===== config.mk =====
export PLATFORM = sky130hd
export DESIGN_NAME = uart_tx_sched
export DESIGN_NICKNAME = d
export VERILOG_FILES = /design/src/rtl/uart_tx_sched.sv
export SDC_FILE = /design/constraint.sdc
export NUM_CORES = 1
export LEC_CHECK = 0
export ABC_AREA = 1
export BUFFER_PORTS_ARGS = -buffer_cell sky130_fd_sc_hd__buf_4
export CORE_MARGIN = 2
export CORE_UTILIZATION = 42
export CTS_CLUSTER_DIAMETER = 150
export DETAILED_ROUTE_END_ITERATION = 10
export PLACE_DENSITY = 0.91
export SYNTH_ARGS = -nofsm -noshare
export SYNTH_HDL_FRONTEND = slang
export SYNTH_SLANG_ARGS = --single-unit

===== constraint.sdc =====
create_clock -name clk -period 1.7 [get_ports clk]
set_input_delay 0.085 -clock clk [delete_from_list [all_inputs] [get_ports clk]]
set_output_delay 0.085 -clock clk [all_outputs]
set_load 0.005 [all_outputs]

===== src/rtl/uart_tx_sched.sv =====
// ICB master: configures the UART after reset, then round-robin shares its TX
// data register among NREQ byte requesters, polling tx_ok before each write.
module uart_tx_sched #(
  parameter int unsigned     NREQ      = 2,
  parameter int unsigned     PA_W      = 32,
  parameter logic [PA_W-1:0] CSR_ADDR  = PA_W'(32'h1001_3004),
  parameter logic [PA_W-1:0] CTRL_ADDR = PA_W'(32'h1001_3008),
  parameter logic [PA_W-1:0] DATA_ADDR = PA_W'(32'h1001_3000),
  parameter logic [31:0]     CSR_INIT  = 32'h0000_0100,
  parameter logic [31:0]     CTRL_INIT = 32'h0000_0111,
  parameter int unsigned     HOLDOFF   = 8
) (
  input  logic              clk,
  input  logic              rst_n,
  input  logic [NREQ-1:0]   req_valid,
  input  logic [8*NREQ-1:0] req_data,
  output logic [NREQ-1:0]   req_ready,
  output logic              o_icb_cmd_valid,
  input  logic              o_icb_cmd_ready,
  output logic [PA_W-1:0]   o_icb_cmd_addr,
  output logic              o_icb_cmd_read,
  output logic [31:0]       o_icb_cmd_wdata,
  input  logic              o_icb_rsp_valid,
  output logic              o_icb_rsp_ready,
  input  logic [31:0]       o_icb_rsp_rdata,
  output logic              init_done,
  output logic              busy
);

  localparam int unsigned IW = (NREQ > 1) ? $clog2(NREQ) : 1;
  localparam int unsigned HW = $clog2(HOLDOFF + 1);

  typedef enum logic [2:0] {S_CFG_CSR, S_CFG_CTRL, S_IDLE, S_POLL, S_WRITE} state_e;

  state_e        state_q, state_d;
  logic          cmd_valid_q, cmd_valid_d;
  logic          wait_rsp_q, wait_rsp_d;
  logic          init_done_q, init_done_d;
  logic [IW-1:0] rr_q, rr_d, idx_q, idx_d;
  logic [7:0]    byte_q, byte_d;
  logic [HW-1:0] hold_q, hold_d;

  logic          grant_vld;
  logic [IW-1:0] grant_idx;
  logic [7:0]    grant_byte;
  logic          rdata_unused;

  assign rdata_unused = ^o_icb_rsp_rdata[31:1];

  // Round-robin: lowest valid index above the pointer, else lowest valid overall.
  always_comb begin
    grant_vld  = 1'b0;
    grant_idx  = '0;
    grant_byte = '0;
    for (int unsigned i = 0; i < NREQ; i++) begin
      if (!grant_vld && req_valid[i] && (i > 32'(rr_q))) begin
        grant_vld  = 1'b1;
        grant_idx  = IW'(i);
        grant_byte = req_data[8*i +: 8];
      end
    end
    for (int unsigned i = 0; i < NREQ; i++) begin
      if (!grant_vld && req_valid[i]) begin
        grant_vld  = 1'b1;
        grant_idx  = IW'(i);
        grant_byte = req_data[8*i +: 8];
      end
    end
  end

  always_comb begin
    state_d         = state_q;
    cmd_valid_d     = cmd_valid_q;
    wait_rsp_d      = wait_rsp_q;
    init_done_d     = init_done_q;
    rr_d            = rr_q;
    idx_d           = idx_q;
    byte_d          = byte_q;
    hold_d          = hold_q;
    req_ready       = '0;
    o_icb_cmd_addr  = '0;
    o_icb_cmd_read  = 1'b0;
    o_icb_cmd_wdata = '0;

    case (state_q)
      S_CFG_CSR: begin
        o_icb_cmd_addr  = CSR_ADDR;
        o_icb_cmd_wdata = CSR_INIT;
      end
      S_CFG_CTRL: begin
        o_icb_cmd_addr  = CTRL_ADDR;
        o_icb_cmd_wdata = CTRL_INIT;
      end
      S_POLL: begin
        o_icb_cmd_addr = CSR_ADDR;
        o_icb_cmd_read = 1'b1;
      end
      S_WRITE: begin
        o_icb_cmd_addr  = DATA_ADDR;
        o_icb_cmd_wdata = {24'h0, byte_q};
      end
      default: ;
    endcase

    if (state_q == S_IDLE) begin
      if (hold_q != '0) begin
        hold_d = hold_q - 1'b1;
      end else if (grant_vld) begin
        idx_d       = grant_idx;
        byte_d      = grant_byte;
        state_d     = S_POLL;
        cmd_valid_d = 1'b1;
      end
    end else if (!cmd_valid_q && !wait_rsp_q) begin
      // Only reached on the first cycle after reset.
      cmd_valid_d = 1'b1;
    end else if (cmd_valid_q && o_icb_cmd_ready) begin
      cmd_valid_d = 1'b0;
      wait_rsp_d  = 1'b1;
    end else if (wait_rsp_q && o_icb_rsp_valid) begin
      wait_rsp_d = 1'b0;
      case (state_q)
        S_CFG_CSR: begin
          state_d     = S_CFG_CTRL;
          cmd_valid_d = 1'b1;
        end
        S_CFG_CTRL: begin
          state_d     = S_IDLE;
          init_done_d = 1'b1;
        end
        S_POLL: begin
          if (o_icb_rsp_rdata[0]) state_d = S_WRITE;
          cmd_valid_d = 1'b1;
        end
        S_WRITE: begin
          for (int unsigned i = 0; i < NREQ; i++) req_ready[i] = (idx_q == IW'(i));
          rr_d    = idx_q;
          hold_d  = HW'(HOLDOFF);
          state_d = S_IDLE;
        end
        default: ;
      endcase
    end
  end

  always_ff @(posedge clk or negedge rst_n) begin
    if (!rst_n) begin
      state_q     <= S_CFG_CSR;
      cmd_valid_q <= 1'b0;
      wait_rsp_q  <= 1'b0;
      init_done_q <= 1'b0;
      rr_q        <= IW'(NREQ - 1);
      idx_q       <= '0;
      byte_q      <= '0;
      hold_q      <= '0;
    end else begin
      state_q     <= state_d;
      cmd_valid_q <= cmd_valid_d;
      wait_rsp_q  <= wait_rsp_d;
      init_done_q <= init_done_d;
      rr_q        <= rr_d;
      idx_q       <= idx_d;
      byte_q      <= byte_d;
      hold_q      <= hold_d;
    end
  end

  assign o_icb_cmd_valid = cmd_valid_q;
  assign o_icb_rsp_ready = 1'b1;
  assign init_done       = init_done_q;
  assign busy            = (state_q != S_IDLE);

endmodule

== After elaboration in Yosys (flattened, before gate mapping) ==
Cells that the tools add are included.

* Bits in registers: 20

* Add/subtract/negate cells: 1
* Order comparisons: 1
* Equality and inequality tests: 11
* Multiplexer cells: 39
* Bitwise logic cells: 5
* Reductions and logical operators: 27

{| class="wikitable"
|+ Operator list
! operator !! count
|-
| $pmux W29 S3 || 1
|-
| $pmux W9 S3 || 1
|-
| $mux W4 || 6
|-
| $mux W8 || 3
|-
| $mux W3 || 7
|-
| $reduce_bool A4 Y1 || 4
|-
| $mux W1 || 15
|-
| $reduce_and A5 Y1 || 3
|-
| $mux W2 || 5
|-
| $pmux W3 S3 || 1
|-
| $ne A2 B2 Y1 const B || 4
|-
| $reduce_and A7 Y1 || 1
|-
| $eq A3 B2 Y1 const B || 2
|-
| $logic_and A1 B1 Y1 || 6
|-
| $reduce_and A3 Y1 || 2
|-
| $reduce_bool A2 Y1 || 3
|-
| $not A1 Y1 || 5
|-
| $logic_not A1 Y1 || 4
|-
| $reduce_and A4 Y1 || 1
|-
| $reduce_or A2 Y1 || 2
|-
| $sub A4 B1 Y4 const B || 1
|-
| $eq A3 B1 Y1 const B || 1
|-
| $eq A3 B3 Y1 const B || 1
|-
| $logic_not A3 Y1 || 1
|-
| other kinds (4) || 4
|}

== Logic depth before layout (Yosys ltp) ==
* Word-level depth: 12
* Depth in mapped cells: 9

== Least setup slack after synthesis ==
No wires, ideal clock.

* Kind: reg-to-reg
* Start: reg hold_q[0]
* End: reg idx_q
* Setup time: 0.129 ns
* Arrival: 1.196 ns
* Setup slack: 0.375 ns
* Cell stages (with the launch flop): 9
* Buffers on the path: 1
* Period minus slack after synthesis: 1.325 ns
* Path through: dfrtp_1 inv_1 ha_1 nand3_1 inv_1 nand2_4 nor2_8 buf_8 o21ai_0

* Cells in the longest elaborated chain, start to end: 3

{| class="wikitable"
|+ Ends and longest elaborated chain
! item !! line !! RTL
|-
| start: declaration || 41 || <nowiki>logic [HW-1:0] hold_q, hold_d;</nowiki>
|-
| start signal: assignment || 164 || <nowiki>hold_q <= hold_d;</nowiki>
|-
| $reduce_bool A4 Y1 || 106 || <nowiki>if (hold_q != '0) begin</nowiki>
|-
| $not A1 Y1 (no line) || n/a ||
|-
| $reduce_and A3 Y1 (no line) || n/a ||
|-
| end signal: assignment || 162 || <nowiki>idx_q <= idx_d;</nowiki>
|-
| end: declaration || 39 || <nowiki>logic [IW-1:0] rr_q, rr_d, idx_q, idx_d;</nowiki>
|}

No other way between the ends.
A chain may end at the register's enable or synchronous reset.

== Worst setup path after layout ==
* Start: reg state_q[1]
* End: out req_ready[1]

* Cells in the longest elaborated chain, start to end: 6
* Elaborated cells between the ends (all ways): 7
* Classes of those cells: eq/ne: 2; mux: 5

{| class="wikitable"
|+ Ends and longest elaborated chain
! item !! line !! RTL
|-
| start: declaration || 35 || <nowiki>state_e state_q, state_d;</nowiki>
|-
| start signal: assignment || 157 || <nowiki>state_q <= state_d;</nowiki>
|-
| $eq A3 B3 Y1 || 122 || <nowiki>case (state_q)</nowiki>
|-
| $mux W2 || 122 ||
|-
| $mux W2 || 120 || <nowiki>end else if (wait_rsp_q && o_icb_rsp_valid) begin</nowiki>
|-
| $mux W2 || 117 || <nowiki>end else if (cmd_valid_q && o_icb_cmd_ready) begin</nowiki>
|-
| $mux W2 || 114 || <nowiki>end else if (!cmd_valid_q && !wait_rsp_q) begin</nowiki>
|-
| $mux W2 (*) || 105 || <nowiki>if (state_q == S_IDLE) begin</nowiki>
|-
| end: declaration || 17 || <nowiki>output logic [NREQ-1:0] req_ready,</nowiki>
|}

Mark *: on every way between the ends. The rest lies on a longest branch, timed or not.

==> summary.md <==
| Metric | Value |
|---|---|
| Worst-case clock buffer depth | `2` |
| CTS Buf Count | `3` |
| Simple logic cell fraction of the synthesized area | `31.7%` |
| Worst path max stage delay | `0.47 ns` |
| Initial Util | `44.2%` |
| Fillers | `429` |
| Initial drt markers | `42` |
| Max Clock Freq | `637 MHz` |
| Top post-synthesis cells by area | `dfrtp_1 27%, buf_4 22%, nand2_1 13%` |
| Routability cong. | `0.893` |
| Total die area | `0.00478 mm^2` |
| Async SR Flop Fraction | `100%` |
| Worst vdd rail ir drop | `0.000471 V` |
| DRC | `0` |
| Crit-path leading delay family | `flip-flops` |
| DP Wirelength | `2820 um` |
| Vias | `1504` |
| Final ANT Viol Nets | `0` |
| Class of the worst hold path | `input pin to register` |
| Total power | `3.04 mW` |
| IO Pins | `125` |
| Number of synthesized register bits | `20` |
| Fin. Hold Viols | `0` |
| Mapped Cells | `247` |
| Most common cell in the netlist | `nand2_1` |
| Sw frac | `44.5%` |
| Clock Power Share | `12.1%` |
| Post-synth EDFFs | `0` |
| Max Cap Viol | `0` |
| Crit Path Class | `register to output port` |
| Static Leak | `1.11 nW` |
| Main combinational cell family by area after synthesis | `simple AND/OR/NAND/NOR gates` |
| Critical Path Sink Type | `output port` |
| H-tree level count | `1` |
| Int Pwr | `1.69 mW` |
| Setup Viol. Count Final | `0` |
| RSZ-0062 raised after global routing | `no` |
| Worst-path cell chain | `buf_4 -> nand2_4 -> nor2_8 -> nor2_1 -> nand2_2 -> nor2_1 -> buf_4` |
| Vert. Die Dim | `69.1 um` |
| Setup crit start kind | `register` |
| Final core occ | `49.2%` |
| Seq pwr share | `30.3%` |
| Top post-synthesis cells by count | `61 x nand2_1, 53 x buf_4, 23 x inv_1, 23 x nand3_1, 19 x dfrtp_1` |
| N_diodes | `0` |
| Final period util | `92.3%` |
| Share of cells above drive strength 1 | `25.0%` |
| Distinct cells, synth | `29` |
| Total gr overflow | `0` |
| Setup_tns | `0 ns` |
| Wire per inst | `9.99 um` |
| Vias in the first global route | `1315` |
| Mean Syn Cell Area | `7.21 um^2` |
| Die W | `69.1 um` |
| Area leader, netlist | `dfrtp_1` |
| Sequential area share after synthesis | `28.2%` |
| Compound-gate portion of the synthesized area | `6.82%` |
| Clock tree sinks | `20` |
| Initial antenna violation count | `0` |
| Synth warn | `0` |
| Reported net switching power | `1.35 mW` |
| Comb power frac | `57.6%` |
| Clock-pin slew on the worst setup and hold paths | `0.07 ns` |
| Largest net degree at the start of global routing | `21` |
| WL final | `3380 um` |
| Final clock skew | `0.00134 ns` |
| Root Buffer | `clkbuf_8` |
| Synthesized area | `0.00178 mm^2` |
| First-pass iteration count of the detailed router | `4` |
| Slew headroom | `65.6%` |
| Status | `finished, final reports clean` |
| Primary FF master, synth | `dfrtp_1` |
| Slew @ Worst Pin | `0.514 ns` |
| CTS tree | `built` |
| CP arrival | `1.48 ns` |
| Total track usage | `14.0%` |
| Skew-Pair Late Insertion Delay | `0.26 ns` |
| XOR/XNOR Fraction of Synth Area | `0.492%` |
| Slew Limit Fails | `0` |
| Tmin final | `1.57 ns` |
| Total core area | `0.00403 mm^2` |
| I/O Buffers | `43` |
| Area share of fa/ha/maj cells after synthesis | `1.41%` |
| First-pass GRT wire length | `5550 um` |
| Synth-to-Final Area Change | `11.4%` |
| DR vias/cell | `4.45` |
| WP data required | `1.62 ns` |
| Num rows | `23` |
| Nets | `345` |
| Area share of the largest cell type after synthesis | `26.7%` |
| Crit-path slowest cell | `dfrtp_2` |
| Crit-path max FO | `7` |
| PD cells | `1530 mW/mm^2` |
| Proportion of synthesized area in mux cells | `0%` |
| CP Buf/Inv Count | `2` |
[worst reg2reg max path, cell delays in order, from the launching register on]
cell and delay, ns:
dfrtp_1 0.40, inv_1 0.12, ha_1 0.15, nand3_1 0.13
o21ai_1 0.30, nand3_1 0.18, nand2_1 0.09, nand2_1 0.05
[through the flow]
step	std cells	instance area [um^2]	hold slack, ns	worst slack, ns
final	338	1980	0.110	0.130
after global routing	338	1980	0.116	0.0137
after global placement	331	1900	-0.0267	0.283
after CTS	336	1970	0.108	0.00711
after floorplan	295	1960	-0.211	0.375
after detailed placement	331	1900	-0.0240	0.219
[metal layers]
metal  global-route usage (%)  up-vias  routed length, um
met3                     3.22        5                305
met5                        0        -                  0
li1                         -      749                  -
met1                     15.9      670               1340
met2                     24.9       80               1680
met4                     5.66        0                 48
[power by group through the flow]
stage | combinational (mW) | sequential (mW) | clock, mW
final | 1.75 | 0.920 | 0.367
after global routing | 1.99 | 0.947 | 0.396
after CTS | 1.70 | 0.949 | 0.377
after detailed placement | 1.70 | 0.955 | 0
after global placement | 1.62 | 0.936 | 0
after floorplan | 1.44 | 0.819 | 0
[path summary, 6_finish.rpt]
path                                  from           end  slack, ns  cells after the start
max reg2reg                      hold_q[0]    state_q[2]       0.18                      7
max in group asynchronous            rst_n          rr_q       1.20                      2
max                             state_q[1]  req_ready[1]       0.13                      7
min                        o_icb_cmd_ready    wait_rsp_q       0.11                      3
min in group asynchronous            rst_n     hold_q[3]       0.23                      2
min reg2reg                      init_done     init_done       0.48                      1
[sequential cells by signal, summed over array words and instances (netlist names)]
register         cells
byte_q               8
hold_q               4
state_q              3
idx_q                1
init_done            1
o_icb_cmd_valid      1
rr_q                 1
wait_rsp_q           1
[cell usage in the layout, fill, tap and decap left out, types with 4 or more instances in the layout]
cell type,netlist,final
buf_4,53,45
clkbuf_8,0,4
conb_1,2,50
dfrtp_1,19,16
inv_1,23,23
nand2_1,61,61
nand2_2,4,4
nand3_1,23,23
nor2_1,16,16
o21ai_0,14,14
[cells by family after synthesis]
| kind of cell | count (synthesis) |
|---|---|
| simple gates | 117 |
| flops | 20 |
| buf+inv | 83 |
| other cells | 2 |
| compound gates | 22 |
| fa+ha+maj | 2 |
| xor+xnor | 1 |
[layout make-up]
cell class / count / area [um^2] / share of cell area (%)
tap: 50 / 62.6 / 3.15
timing repair buffer: 46 / 348 / 17.5
clock buffer: 4 / 55.1 / 2.78
sequential: 20 / 505 / 25.5
inverter: 26 / 105 / 5.30
multi-input combinational: 192 / 907 / 45.7
[what timing repair did]
action / CTS / global route
setup endpoints to repair: 2 / 4
cloned: 0 / 0
gates resized for setup: 1 / 2
pin swaps: 0 / 0
hold endpoints to repair: 20 / 0
setup buffers: 0 / 2
hold buffers: 1 / 0
(Power assumes the default switching activity.)
